File: src/rtl/config_pkg.sv
// Shared types and constants for the configuration chain loader.
package config_pkg;

  typedef enum logic [1:0] {
    ST_IDLE  = 2'd0,
    ST_LOAD  = 2'd1,
    ST_SHIFT = 2'd2,
    ST_DONE  = 2'd3
  } loader_state_t;

  localparam logic [15:0] CRC16_POLY = 16'h1021;
  localparam logic [15:0] CRC16_INIT = 16'hFFFF;

endpackage

File: src/rtl/config_crc16.sv
// Bit-serial CRC-16-CCITT (MSB-first) over the bits driven onto the chain.
module config_crc16
  import config_pkg::*;
(
  input  logic        clock,
  input  logic        nreset,
  input  logic        clear,
  input  logic        enable,
  input  logic        data_bit,
  output logic [15:0] crc
);

  logic feedback;

  assign feedback = crc[15] ^ data_bit;

  always_ff @(posedge clock) begin
    if (!nreset) begin
      crc <= CRC16_INIT;
    end else if (clear) begin
      crc <= CRC16_INIT;
    end else if (enable) begin
      crc <= {crc[14:0], 1'b0} ^ (feedback ? CRC16_POLY : 16'h0000);
    end
  end

endmodule

File: src/rtl/config_chain_loader.sv
// Serialises handshaked bitstream words MSB-first onto the tile configuration chain.
// Optional CRC-16 of the shifted bits is enabled by defining CONFIG_LOADER_CRC_EN.
//
// state    | meaning
// ---------+----------------------------------------------------------
// ST_IDLE  | no load in progress, waiting for start
// ST_LOAD  | waiting for the next word, chain stalled (enable low)
// ST_SHIFT | driving one bit per cycle with config_enable high
// ST_DONE  | CHAIN_LENGTH bits shifted, holding until start or abort
module config_chain_loader
  import config_pkg::*;
#(
  parameter int WORD_WIDTH   = 8,
  parameter int CHAIN_LENGTH = 20,
  parameter int CNT_WIDTH    = 16
) (
  input  logic                  clock,
  input  logic                  nreset,
  input  logic                  start,
  input  logic                  abort,
  input  logic [WORD_WIDTH-1:0] word_data,
  input  logic                  word_valid,
  output logic                  word_ready,
  output logic                  config_enable,
  output logic                  config_data,
  output logic                  busy,
  output logic                  done
`ifdef CONFIG_LOADER_CRC_EN
  ,
  output logic [15:0]           crc
`endif
);

  localparam int IDX_W = (WORD_WIDTH > 1) ? $clog2(WORD_WIDTH) : 1;

  loader_state_t         state;
  logic [WORD_WIDTH-1:0] shreg;
  logic [CNT_WIDTH-1:0]  bit_cnt;
  logic [CNT_WIDTH-1:0]  cnt_next;
  logic [IDX_W-1:0]      bit_idx;
  logic                  last_word_bit;
  logic                  last_chain_bit;

  assign cnt_next       = bit_cnt + CNT_WIDTH'(1);
  assign last_word_bit  = (bit_idx == IDX_W'(WORD_WIDTH - 1));
  assign last_chain_bit = (cnt_next == CNT_WIDTH'(CHAIN_LENGTH));

  // Ready on the last bit of a word lets the next word follow with no enable gap.
  assign word_ready    = (state == ST_LOAD) ||
                         ((state == ST_SHIFT) && last_word_bit && !last_chain_bit);
  assign config_enable = (state == ST_SHIFT);
  assign config_data   = shreg[WORD_WIDTH-1];
  assign busy          = (state == ST_LOAD) || (state == ST_SHIFT);
  assign done          = (state == ST_DONE);

  always_ff @(posedge clock) begin
    if (!nreset) begin
      state   <= ST_IDLE;
      shreg   <= '0;
      bit_cnt <= '0;
      bit_idx <= '0;
    end else if (abort) begin
      state   <= ST_IDLE;
      bit_cnt <= '0;
      bit_idx <= '0;
    end else begin
      case (state)
        ST_IDLE, ST_DONE: begin
          if (start) begin
            state   <= ST_LOAD;
            bit_cnt <= '0;
            bit_idx <= '0;
          end
        end
        ST_LOAD: begin
          if (word_valid) begin
            shreg   <= word_data;
            bit_idx <= '0;
            state   <= ST_SHIFT;
          end
        end
        ST_SHIFT: begin
          bit_cnt <= cnt_next;
          shreg   <= {shreg[WORD_WIDTH-2:0], 1'b0};
          if (last_chain_bit) begin
            // Leftover low-order bits of the final word are dropped here.
            state <= ST_DONE;
          end else if (last_word_bit) begin
            bit_idx <= '0;
            if (word_valid) begin
              shreg <= word_data;
            end else begin
              state <= ST_LOAD;
            end
          end else begin
            bit_idx <= bit_idx + IDX_W'(1);
          end
        end
        default: state <= ST_IDLE;
      endcase
    end
  end

`ifdef CONFIG_LOADER_CRC_EN
  logic start_go;

  assign start_go = start && !abort && ((state == ST_IDLE) || (state == ST_DONE));

  config_crc16 u_crc16 (
    .clock    (clock),
    .nreset   (nreset),
    .clear    (start_go),
    .enable   (config_enable),
    .data_bit (config_data),
    .crc      (crc)
  );
`endif

endmodule

File: config.mk
export PLATFORM = sky130hd
export DESIGN_NAME = config_chain_loader
export DESIGN_NICKNAME = d
export VERILOG_FILES = /design/src/rtl/config_pkg.sv /design/src/rtl/config_crc16.sv /design/src/rtl/config_chain_loader.sv
export SDC_FILE = /design/constraint.sdc
export NUM_CORES = 1
export LEC_CHECK = 0
export ABC_AREA = 1
export BUFFER_PORTS_ARGS = -buffer_cell sky130_fd_sc_hd__buf_2
export CORE_MARGIN = 2
export CORE_UTILIZATION = 59
export CTS_CLUSTER_SIZE = 24
export DETAILED_ROUTE_END_ITERATION = 16
export PLACE_DENSITY = 0.82
export SLEW_MARGIN = 20
export SYNTH_ARGS = -nofsm -noshare
export SYNTH_HDL_FRONTEND = slang
export SYNTH_SLANG_ARGS = --single-unit
export TNS_END_PERCENT = 10
File: constraint.sdc
create_clock -name clock -period 2.95 [get_ports clock]
set_clock_uncertainty 0.2 [all_clocks]
set_input_delay 0.59 -clock clock [delete_from_list [all_inputs] [get_ports clock]]
set_output_delay 0.59 -clock clock [all_outputs]
set_load 0.01 [all_outputs]
==> impl_metrics.json <==
{
  "status": "completed",
  "p_sw_mw": 0.189,
  "fin_area_um2": 2150,
  "htreeDepth": 2,
  "cts_sinks": 29,
  "dp_hpwl_um": 3030,
  "power_frac_clock_pct": 34.1,
  "ys.flop_type": "dfxtp_1",
  "first_iter_violations": 190,
  "yosysTopAreaCellShare_pct": 30.4,
  "cts_buffer_depth": 2,
  "grt_pass1_wl_um": 6980,
  "stdcell_count": 360,
  "die_w_um": 60.9,
  "grt.overflow.total": 0,
  "ys_seq_area_share_pct": 30.4,
  "num_rows": 20,
  "antenna_found_initial": 0,
  "p_total_mw": 0.696,
  "drive_gt1_share_pct": 19.3,
  "drc": 0,
  "final_util_pct": 69.9,
  "syn_area_per_cell_um2": 6.58,
  "place_area_um2": 2070,
  "yosysUniqueCellTypes": 28,
  "cp.arrival_ps": 2010,
  "clock_latency_ps": 340,
  "cts_setup_buffers": 0,
  "cts-root-buf": "clkbuf_4",
  "grt_max_degree": 19,
  "pwr-share-comb_pct": 8.6,
  "synth_nets": 309,
  "wl_per_cell_um": 12.2,
  "postSynth.asyncResetShare_pct": 0,
  "ys_ff_latch": 29,
  "powerDensity_nw_per_um2": 324,
  "cp_num_buf_inv": 1,
  "period_share_pct": 94.9,
  "hold_violations": 0,
  "critPathMaxStageDelay_ps": 430,
  "setup_violations": 0,
  "fin_nets": 334,
  "synthTopCellsByArea": "dfxtp_1 (30%), nand2_1 (17%), a21oi_1 (7.6%)",
  "max_freq_mhz": 357,
  "crit_required_ps": 2160,
  "area_delta_synth_final_pct": 12.6,
  "clk_pin_slew_worst_paths_ps": 100,
  "synth_cells": 290,
  "num_vias": 1981,
  "grt_pass1_vias": 1676,
  "cp_slowest_cell": "dfxtp_1",
  "die-area_um2": 3710,
  "p_sw_share_pct": 27.1,
  "syn_area_um2": 1910,
  "cts_tree": "built",
  "dp_cells": 352,
  "p_int_mw": 0.507,
  "critPathKind": "reg2out",
  "place_congestion": 0.837,
  "synth_edf_count": 0,
  "synth_top_area_cell": "dfxtp_1",
  "end_kind": "output pin",
  "maxSlewHeadroom_pct": 66.9,
  "port_buffers": 17,
  "num_io_pins": 18,
  "drv_cap": 0,
  "dr.pass1.iters": 5,
  "drt_wl_total_um": 4380,
  "vias_per_cell": 5.50,
  "yosysWarnings": 0,
  "sequentialPowerShare_pct": 57.3,
  "p_leak_nw": 0.892,
  "grtUsageTotal_pct": 25.3,
  "start_kind": "flip-flop",
  "crit_fanout": 5,
  "vdd_ir_drop_max_mv": 0.241,
  "cts_inserted_buffers": 5,
  "crit_chain": "nand2_1, nor2_4, nand3_2, o21ai_1, nand3_1, nor2_4, nand2_2, nand3_1, nand2_1, buf_2",
  "tightest_slew_ps": 493,
  "coreArea_um2": 3080,
  "slew_violations": 0,
  "drtAntennaViolNets": 0,
  "fin_crit_ps": 2800,
  "start_util_pct": 62.0,
  "die_y_um": 60.9,
  "hold_path_class": "reg2reg",
  "crit_family": "simple AND/OR/NAND/NOR gates",
  "antenna_cells": 0
}
state kept, by name, indices dropped and copies added (netlist names):
| register | flops |
|---|---|
| bit_cnt | 16 |
| shreg | 8 |
| bit_idx | 3 |
| state | 2 |
path summary, 6_finish.rpt:
kind | from | endpoint | slack (ps) | cells past startpoint
min | bit_idx[2] | bit_idx[2] | 280 | 2
max | bit_cnt[6] | word_ready | 150 | 10
min reg2reg | bit_idx[2] | bit_idx[2] | 280 | 2
max reg2reg | bit_cnt[6] | state[1] | 710 | 12
Yosys cell counts (6+ instances only):
cell / number
a21oi_1: 29
a21oi_2: 7
dfxtp_1: 29
ha_1: 6
inv_1: 29
nand2_1: 87
nand3_1: 25
nand3_2: 6
nand4_1: 9
nor2_1: 15
o21ai_0: 17
cell type report:
class | count | area, µm²
multi-input cells | 223 | 1200
fillers | 283 | 927
flip-flops and latches | 29 | 589
repair buffers | 24 | 138
inverters | 32 | 120
well taps | 44 | 55.1
clock buffers | 6 | 41.3
clock inverters | 2 | 10.0
worst register-to-register path, delay by kind of cell, from the launching register on:
kind,cells,cell delay [ps]
flip-flops,1,430
buffers and inverters,1,180
AO/OA/AOI/OAI,2,250
AND/OR/NAND/NOR,9,1060
routing by layer:
metal,GRT usage [%],part of all wire (%),vias to the layer above
met2,43.8,50,55
li1,-,-,1006
met4,9.94,1.4,0
met1,29.9,44,912
met5,0,0,-
met3,6.40,5.0,8
per-stage QoR:
stage,worst slack [ps],hold slack [ps],TNS [ps]
global placement,456,257,0
floorplan,386,242,0
detailed placement,409,262,0
global route,-42.3,309,-42.3
finish,150,276,0
CTS,36.6,277,0
power by group through the flow:
stage / clock [mW] / sequential (mW) / combinational (mW)
CTS: 0.237 / 0.401 / 0.0603
finish: 0.237 / 0.399 / 0.0599
floorplan: 0 / 0.409 / 0.0377
global placement: 0 / 0.410 / 0.0589
detailed placement: 0 / 0.410 / 0.0598
global route: 0.254 / 0.400 / 0.0685
cell usage in the layout (no fill, tap or decap), types with 2 or more instances in the layout:
master    instances
dfxtp_1          26
a21oi_2           7
nand3_1          25
nor2_2            2
o21ai_0          17
inv_1            29
buf_4             7
clkinv_2          2
clkinv_1          2
nand2_2           4
clkbuf_4          5
nand3_2           5
buf_2            17
nand4_1           9
nand2_1          87
dfxtp_4           2
a21oi_1          29
nor2_1           14
nor2_4            4
ha_1              5
o21bai_1          2
nand3b_1          4
kinds of logic after synthesis:
group | synth area share, %
xor gates and xnor gates | 0.918
adders and majority gates | 3.93
buffers and inverters | 8.06
and+or+nand+nor | 39.4
AOI/OAI and AO/OA | 17.3
DFF | 30.4
what timing repair did:
action                     CTS  global route
gates resized for setup      0             9
setup endpoints to repair    0             1
hold buffers                 0             0
Power figures use the tool's default switching activity.
